==> src/rtl/rca_serial_adder.sv <==
// rtl/rca_serial_adder.sv - multi-cycle wide adder built on one N-bit ripple-carry slice
//
// rca_serial_adder:
//   Takes W-bit operands over a valid/ready handshake. It adds them one N-bit chunk
//   per cycle, LSB chunk first, through a single N-bit ripple-carry adder. The carry
//   is registered between chunks. The {cout, sum} result is presented over a second
//   valid/ready handshake.
//
//   Ports:
//     clk        rising-edge clock
//     rst_n      asynchronous active-low reset
//     in_valid   operand request valid
//     in_ready   block can accept operands (state == IDLE)
//     a, b       W-bit operands
//     cin        carry into chunk 0
//     out_valid  result valid (state == DONE)
//     out_ready  downstream accepts result
//     sum        registered W-bit result, held until the next completion
//     cout       registered carry out of the top chunk
//     busy       high in ADD or DONE
//
// rca:
//   Plain N-bit ripple-carry adder (a + b + cin -> {cout, sum}).

module rca #(
   parameter int N = 4
) (
   input  logic [N-1:0] a,
   input  logic [N-1:0] b,
   input  logic         cin,
   output logic [N-1:0] sum,
   output logic         cout
);

   logic [N:0] c;

   assign c[0] = cin;

   for (genvar i = 0; i < N; i++) begin : g_fa
      assign sum[i]   = a[i] ^ b[i] ^ c[i];
      assign c[i+1]   = (a[i] & b[i]) | (c[i] & (a[i] ^ b[i]));
   end

   assign cout = c[N];

endmodule

module rca_serial_adder #(
   parameter int N = 4,
   parameter int W = 16
) (
   input  logic         clk,
   input  logic         rst_n,
   input  logic         in_valid,
   output logic         in_ready,
   input  logic [W-1:0] a,
   input  logic [W-1:0] b,
   input  logic         cin,
   output logic         out_valid,
   input  logic         out_ready,
   output logic [W-1:0] sum,
   output logic         cout,
   output logic         busy
);

   localparam int CHUNKS = W / N;
   localparam int CNT_W  = (CHUNKS > 1) ? $clog2(CHUNKS) : 1;
   localparam logic [CNT_W-1:0] LAST_CHUNK = CNT_W'(CHUNKS - 1);

   if ((W % N) != 0 || W < N) begin : g_bad_params
      $fatal(1, "rca_serial_adder: W must be a positive multiple of N");
   end

   typedef enum logic [1:0] {
      IDLE = 2'd0,
      ADD  = 2'd1,
      DONE = 2'd2
   } state_t;

   state_t           state;
   logic [W-1:0]     op_a;
   logic [W-1:0]     op_b;
   logic             carry;
   logic [W-1:0]     result;
   logic [CNT_W-1:0] cnt;

   logic [N-1:0]     rca_sum;
   logic             rca_cout;
   logic [W-1:0]     result_next;

   rca #(.N(N)) u_rca (
      .a    (op_a[N-1:0]),
      .b    (op_b[N-1:0]),
      .cin  (carry),
      .sum  (rca_sum),
      .cout (rca_cout)
   );

   // Chunk sums enter at the top and shift down, so after CHUNKS cycles the first
   // (LSB) chunk has reached bits [N-1:0].
   if (CHUNKS == 1) begin : g_single
      assign result_next = rca_sum;
   end else begin : g_multi
      assign result_next = {rca_sum, result[W-1:N]};
   end

   assign in_ready = (state == IDLE);

   always_ff @(posedge clk or negedge rst_n) begin
      if (!rst_n) begin
         state     <= IDLE;
         op_a      <= '0;
         op_b      <= '0;
         carry     <= 1'b0;
         result    <= '0;
         cnt       <= '0;
         sum       <= '0;
         cout      <= 1'b0;
         out_valid <= 1'b0;
         busy      <= 1'b0;
      end else begin
         case (state)
            IDLE: begin
               if (in_valid) begin
                  op_a  <= a;
                  op_b  <= b;
                  carry <= cin;
                  cnt   <= '0;
                  busy  <= 1'b1;
                  state <= ADD;
               end
            end
            ADD: begin
               carry  <= rca_cout;
               result <= result_next;
               op_a   <= op_a >> N;
               op_b   <= op_b >> N;
               cnt    <= cnt + CNT_W'(1);
               if (cnt == LAST_CHUNK) begin
                  // Publish the result including this cycle's top chunk.
                  sum       <= result_next;
                  cout      <= rca_cout;
                  out_valid <= 1'b1;
                  state     <= DONE;
               end
            end
            DONE: begin
               if (out_ready) begin
                  out_valid <= 1'b0;
                  busy      <= 1'b0;
                  state     <= IDLE;
               end
            end
            default: begin
               out_valid <= 1'b0;
               busy      <= 1'b0;
               state     <= IDLE;
            end
         endcase
      end
   end

endmodule

==> config.mk <==
export PLATFORM = sky130hd
export DESIGN_NAME = rca_serial_adder
export DESIGN_NICKNAME = d
export VERILOG_FILES = /design/src/rtl/rca_serial_adder.sv
export SDC_FILE = /design/constraint.sdc
export NUM_CORES = 1
export LEC_CHECK = 0
export ABC_AREA = 1
export BUFFER_PORTS_ARGS = -buffer_cell sky130_fd_sc_hd__buf_2
export CAP_MARGIN = 25
export CORE_UTILIZATION = 50
export CTS_CLUSTER_SIZE = 14
export DETAILED_ROUTE_END_ITERATION = 10
export MAX_ROUTING_LAYER = met4
export PLACE_DENSITY = 0.85
export SLEW_MARGIN = 20
export SYNTH_ARGS = -nofsm -noshare
export SYNTH_HDL_FRONTEND = slang
export SYNTH_SLANG_ARGS = --single-unit
==> constraint.sdc <==
create_clock -name clk -period 2.2 [get_ports clk]
set_input_delay 0.44 -clock clk [delete_from_list [all_inputs] [get_ports clk]]
set_output_delay 0.44 -clock clk [all_outputs]
set_load 0.02 [all_outputs]
==> results.toml, run 1 <==
[place]
detailedPlace.worstSlack_ns = 0.0404
placed_cells = 499
detailed_place_hpwl_mm = 3.91
buffer_ports.inserted = 56
placed_cell_area_mm2 = 0.00347
gpl.final_weighted_congestion = 0.765

[sta]
fmax_ghz = 0.472
report.final.hold_viol_count = 0
final.setup_skew_ns = 0.00613
final-setup-viol-count = 0
period_share = 0.963
final-max-slew-violation-count = 0
relSlewSlack = 0.628
finalCriticalPeriod_ns = 2.12
final_hold_slack_ns = 0.108
timing_worst_slew_pin_value_ns = 0.556
setup_ws_ns = 0.0808

[detailed_routing]
route.final.wire_length_mm = 5.96
ant_nets = 0
routedWlPerCell_um = 11.6
first_pass_iters = 7
drt_iter0_markers = 162
detailroute.via_count = 2522
route.detailed.drc = 0
routed_via_density = 4.91

[setup_path]
critPathArrivalTime_ns = 2.38
critical_path_startpoint_category = "flip-flop"
end_kind = "flip-flop"
worstSetupPathType = "reg -> reg"
critical_path.slowest_cell = "sky130_fd_sc_hd__fa_1"
r2r_start = "op_a[0]"
critical_path.max_stage_delay_ns = 0.42
cpMostUsedCell = "sky130_fd_sc_hd__fa_1"
path_cells = "fa_1 -> inv_1 -> fa_1 -> inv_1 -> fa_2 -> inv_2 -> fa_1 -> o21ai_1"
timing.critical_path.from = "op_a[0]"
cp_max_fo = 2
cp_num_buf_inv = 3
timing.critical_path.required_ns = 2.46
worst_path_dominant_cell_family = "adder cells"

[flow_run]
cap_violations = 0

[global_routing]
antenna_found_initial = 0
via_count_of_the_first_global_routing_pass = 2304
grt_max_degree = 69
grt_use_total = 0.204
globalRouteOverflowTotal = 0
grt_pass1_wl_mm = 9.94

[power_and_ir_drop]
peakVddDrop_mv = 0.788
static-leakage-power_nw = 2.08
powerDensity_mw_per_mm2 = 1530

[cells_and_area]
fin_nets = 478
final-instance-count-excl-fill = 514
final_core_utilization = 0.609
area.growth.synth_to_final_pct = 15.2
antenna-diode-count = 0
drive_above_1_share = 0.189
fill_cells = 553
finish.instance_area_mm2 = 0.00367

[cts]
clkSlewWorstSetupHoldPaths_ns = 0.07
cts_tree = "yes"
numCtsBuffers = 9
max-clock-path-buffers = 2
cts.sinks = 68
clock_latency_ns = 0.34
cts_root_buf = "sky130_fd_sc_hd__clkbuf_8"
htree_num_levels = 3

[logic_synthesis]
synth_seq_cells = 68
synth.mux.area_fraction = 0
synthAdderAreaFrac = 0.0291
synth_nets = 426
netlist-cell-type-count = 21
synth.cell_area_mm2 = 0.00318
post_synth_xor_area_fraction = 0
postSynthAreaPerCell_um2 = 8.29
ys_seq_area_frac = 0.534
combinational_family_with_the_most_area_after_synthesis = "simple AND/OR/NAND/NOR gates"
yosysWarnings = 0
syn-instance-count = 384
synth_compound_gate_area_share = 0.0605
yosys.area_share.simple = 0.249

[floorplan]
die_area_mm2 = 0.00669
initial_core_util = 0.528
fp.coreArea_mm2 = 0.00603
io-pin-count = 57
row_count = 28
die_h_um = 81.8
die_x_um = 81.8

[worst_hold_path]
hold_path_class = "in -> async"

[status]
run_status = "complete, no violations"
[layout make-up]
| type | instances | area [µm²] | share of cell area |
|---|---|---|---|
| multi-input combinational | 226 | 1080 | 0.294 |
| clock buffer | 12 | 155 | 0.0423 |
| sequential | 68 | 1700 | 0.464 |
| tap | 75 | 93.8 | 0.0256 |
| clock inverter | 2 | 35.0 | 0.00955 |
| timing repair buffer | 60 | 335 | 0.0914 |
| inverter | 71 | 267 | 0.0727 |
[synthesized netlist by cell type]
master	count	area, µm²
sky130_fd_sc_hd__fa_1	4	80.1
sky130_fd_sc_hd__buf_4	3	22.5
sky130_fd_sc_hd__nand2_4	3	33.8
sky130_fd_sc_hd__buf_2	8	40.0
sky130_fd_sc_hd__a21oi_1	2	10.0
sky130_fd_sc_hd__nor2_1	2	7.51
sky130_fd_sc_hd__o21ai_0	18	90.1
sky130_fd_sc_hd__nand3_1	56	280
sky130_fd_sc_hd__nand2_1	119	447
sky130_fd_sc_hd__ha_1	1	12.5
sky130_fd_sc_hd__nor2_2	1	6.26
sky130_fd_sc_hd__nand2_2	1	6.26
sky130_fd_sc_hd__o31ai_1	1	7.51
sky130_fd_sc_hd__inv_1	69	259
sky130_fd_sc_hd__clkbuf_2	1	5.00
sky130_fd_sc_hd__o21ai_1	17	85.1
sky130_fd_sc_hd__inv_2	2	7.51
sky130_fd_sc_hd__clkbuf_1	1	3.75
sky130_fd_sc_hd__dfrtp_1	68	1700
sky130_fd_sc_hd__nor2_4	1	11.3
sky130_fd_sc_hd__buf_6	6	67.6
[registers in the layout, summed over array words and instances, names as in the netlist]
| register | flops |
|---|---|
| state | 2 |
| busy | 1 |
| op_a | 16 |
| cout | 1 |
| out_valid | 1 |
| sum | 16 |
| op_b | 16 |
| cnt | 2 |
| result | 12 |
| carry | 1 |
[cell usage in the layout, fill, tap and decap left out, types with 2 or more instances in the layout]
cell / instances
sky130_fd_sc_hd__nand2_4: 3
sky130_fd_sc_hd__nor2_1: 2
sky130_fd_sc_hd__a21oi_1: 2
sky130_fd_sc_hd__o21ai_0: 17
sky130_fd_sc_hd__buf_2: 56
sky130_fd_sc_hd__clkbuf_8: 11
sky130_fd_sc_hd__nand2_1: 119
sky130_fd_sc_hd__buf_12: 2
sky130_fd_sc_hd__buf_4: 2
sky130_fd_sc_hd__o21ai_1: 18
sky130_fd_sc_hd__dfrtp_1: 68
sky130_fd_sc_hd__inv_2: 3
sky130_fd_sc_hd__inv_1: 68
sky130_fd_sc_hd__nand3_1: 56
sky130_fd_sc_hd__fa_1: 3
[layer usage]
metal	vias up	track usage	share of wire
li1	1273	-	-
met1	1169	0.236	0.45
met2	74	0.339	0.48
met3	6	0.0644	0.056
met4	0	0.0579	0.0089
met5	-	-	0
[power by group]
group / internal, W / switching [W] / leakage (nW)
Sequential: 0.00183 / 0.000306 / 0.849
Combinational: 0.000862 / 0.00163 / 1.14
Clock: 0.000571 / 0.000424 / 0.0983
[through the flow]
step	total power [W]	TNS [ns]
floorplan	0.00411	0
global placement	0.00450	0
detailed placement	0.00463	0
CTS	0.00565	0
global route	0.00614	-0.00471
finish	0.00563	0
[cells by family after synthesis]
family,count (synthesis)
fa+ha+maj,5
compound gates,38
flops,68
simple gates,183
buf+inv,90
[worst paths after layout]
check,end,depth (start not counted),slack (ns)
setup / recovery,sum[15],8,0.08
hold / removal,sum[7],2,0.11
setup reg to reg,sum[15],8,0.08
hold reg to reg,sum[1],2,0.47
max in group asynchronous,op_b[15],2,1.80
min in group clk,state[1],2,0.29
[what timing repair did]
item	CTS	global route
setup endpoints to repair	0	3
buffers inserted	0	1
resized for setup	0	3
hold buffers	0	0
No activity file was read; power rests on OpenSTA's default activity.
==> run 2: changes to the inputs <==
PLACE_DENSITY = 0.86   (was 0.85)
==> run 2 against run 1 <==
Net effect:
- via count grew 1.9%
- worst hold slack lost 0.0039 ns
- design area is essentially flat
- cell count grew 0.19%
- register-to-register slack is essentially flat
- non-clock buffer count shrank 1
- clock skew grew 0.00055 ns
- critical endpoint unchanged
- fmax grew 0.57%
- die area is the same
- utilization is essentially flat
- sequential power is essentially flat
- first-iteration DRC count grew 11%
==> results.toml, run 2 (same netlist as run 1, synthesis figures left out) <==
[sta]
timing_worst_slew_pin_value_ns = 0.572
report.final.hold_viol_count = 0
finalCriticalPeriod_ns = 2.11
final_hold_slack_ns = 0.104
rsz_0062_raised_after_global_routing = "no"
final-setup-viol-count = 0
finalSetupTns_ns = 0
final.setup_skew_ns = 0.00668
final-max-slew-violation-count = 0
relSlewSlack = 0.617
fmax_ghz = 0.475
period_share = 0.958

[detailed_routing]
ant_nets = 0
route.final.wire_length_mm = 6.24
first_pass_iters = 4
detailroute.via_count = 2570
routed_via_density = 4.99
route.detailed.drc = 0
routedWlPerCell_um = 12.1
drt_iter0_markers = 180

[floorplan]
die_area_mm2 = 0.00669
initial_core_util = 0.528
die_h_um = 81.8
io-pin-count = 57
die_x_um = 81.8
fp.coreArea_mm2 = 0.00603
row_count = 28

[setup_path]
timing.critical_path.required_ns = 2.46
worstSetupPathType = "reg -> reg"
r2r_worst_path_depth = 8
critical_path.slowest_cell = "sky130_fd_sc_hd__fa_1"
critical_path_startpoint_category = "flip-flop"
setup.reg_to_reg.worst_slack_ns = 0.09
crit_end = "sum[15]"
end_kind = "flip-flop"
critPathArrivalTime_ns = 2.37
timing.rr.end = "sum[15]"
cp_max_fo = 2
critical_path.max_stage_delay_ns = 0.44
r2r_start = "op_a[0]"
timing.critical_path.from = "op_a[0]"
path_cells = "fa_2 -> inv_1 -> fa_1 -> inv_1 -> fa_2 -> inv_2 -> fa_1 -> o21ai_2"

[place]
gpl.final_weighted_congestion = 0.780
buffer_ports.inserted = 56
placed_cell_area_mm2 = 0.00347
placed_cells = 499
detailed_place_hpwl_mm = 4.01

[global_routing]
antenna_found_initial = 0
grt_max_degree = 69
grt_pass1_wl_mm = 10.5
grt_use_total = 0.221
globalRouteOverflowTotal = 0
via_count_of_the_first_global_routing_pass = 2390

[cts]
cts_tree = "yes"
clock_latency_ns = 0.34
htree_num_levels = 3
clkSlewWorstSetupHoldPaths_ns = 0.07
max-clock-path-buffers = 2
ctsHoldBuffers = 0
numCtsBuffers = 9
cts_root_buf = "sky130_fd_sc_hd__clkbuf_8"
cts.sinks = 68

[cells_and_area]
fin_nets = 477
finish.instance_area_mm2 = 0.00367
area.growth.synth_to_final_pct = 15.2
mostFrequentLayoutCell = "sky130_fd_sc_hd__nand2_1"
top_regs = "op_a (16), op_b (16), sum (16)"
final-instance-count-excl-fill = 515
fill_cells = 532
drive_above_1_share = 0.193
mostFrequentLayoutCells = "sky130_fd_sc_hd__nand2_1 (119), sky130_fd_sc_hd__inv_1 (68), sky130_fd_sc_hd__dfrtp_1 (68), sky130_fd_sc_hd__nand3_1 (56), sky130_fd_sc_hd__buf_2 (56)"
antenna-diode-count = 0

[power_and_ir_drop]
powerDensity_mw_per_mm2 = 1550
switching_share = 0.429
internal-power_w = 0.00325
share_clk_of_total_power = 0.178
switchingPower_w = 0.00244
combPwrFrac = 0.443
static-leakage-power_nw = 2.08
sequentialPowerShare = 0.378
peakVddDrop_mv = 0.785

[status]
run_status = "complete, no violations"

[flow_run]
cap_violations = 0

[worst_hold_path]
hold_path_class = "in -> async"
run 2: cell count changes in the layout (fill, tap and decap cells not counted), sizes merged:
| cell | change |
|---|---|
| clkinv | +2 |
| buf | -1 |
run 2: per-stage QoR:
step | total power (W) | setup WS (ns) | util
global placement | 0.00451 | 0.0774 | 0.575
finish | 0.00568 | 0.0927 | 0.609
global route | 0.00620 | 0.0129 | 0.609
floorplan | 0.00411 | 0.116 | -
CTS | 0.00570 | 0.00697 | 0.608
detailed placement | 0.00465 | -0.0138 | 0.575
run 2: layout make-up:
| cell class | instances | area (µm²) | share of cell area |
|---|---|---|---|
| clock inverter | 4 | 48.8 | 0.0133 |
| inverter | 71 | 267 | 0.0726 |
| sequential | 68 | 1700 | 0.464 |
| tap | 75 | 93.8 | 0.0256 |
| timing repair buffer | 59 | 328 | 0.0893 |
| clock buffer | 12 | 145 | 0.0395 |
| multi-input combinational | 226 | 1090 | 0.296 |
run 2: worst min path at each step:
| stage | start | end | slack [ns] | cells after the start |
|---|---|---|---|---|
| CTS | rst_n | out_valid | 0.12 | 2 |
| global route | rst_n | sum[11] | 0.13 | 2 |
| global placement | sum[1] | sum[1] | 0.45 | 2 |
| floorplan | rst_n | busy | 0.14 | 0 |
| detailed placement | sum[2] | sum[2] | 0.46 | 2 |
| finish | rst_n | sum[3] | 0.10 | 2 |
run 2: metal layers:
metal	track usage	up-vias	routed length (µm)
met5	-	-	0
met4	0.102	0	153
met3	0.0844	16	368
met2	0.340	87	2930
met1	0.254	1191	2780
li1	-	1276	-
run 2: worst max-delay path, delay by kind of cell, from the launching register on:
family | cells | cell delay, ns
fa+ha+maj | 4 | 1.31
flops | 1 | 0.41
buf+inv | 3 | 0.18
compound gates | 1 | 0.13
run 2: what timing repair did:
| item | 4_1_cts | 5_1_grt |
|---|---|---|
| buffers inserted | 0 | 0 |
| endpoints found under the setup margin | 2 | 2 |
| pin swaps | 2 | 2 |
| resized for setup | 2 | 3 |
run 2: power by group through the flow:
stage / clock network (W) / logic (W) / registers [W]
3_5_place_dp: 0 / 0.00248 / 0.00217
4_1_cts: 0.00102 / 0.00253 / 0.00215
3_3_place_gp: 0 / 0.00238 / 0.00213
2_1_floorplan: 0 / 0.00184 / 0.00227
6_report: 0.00101 / 0.00252 / 0.00215
5_1_grt: 0.00108 / 0.00290 / 0.00221
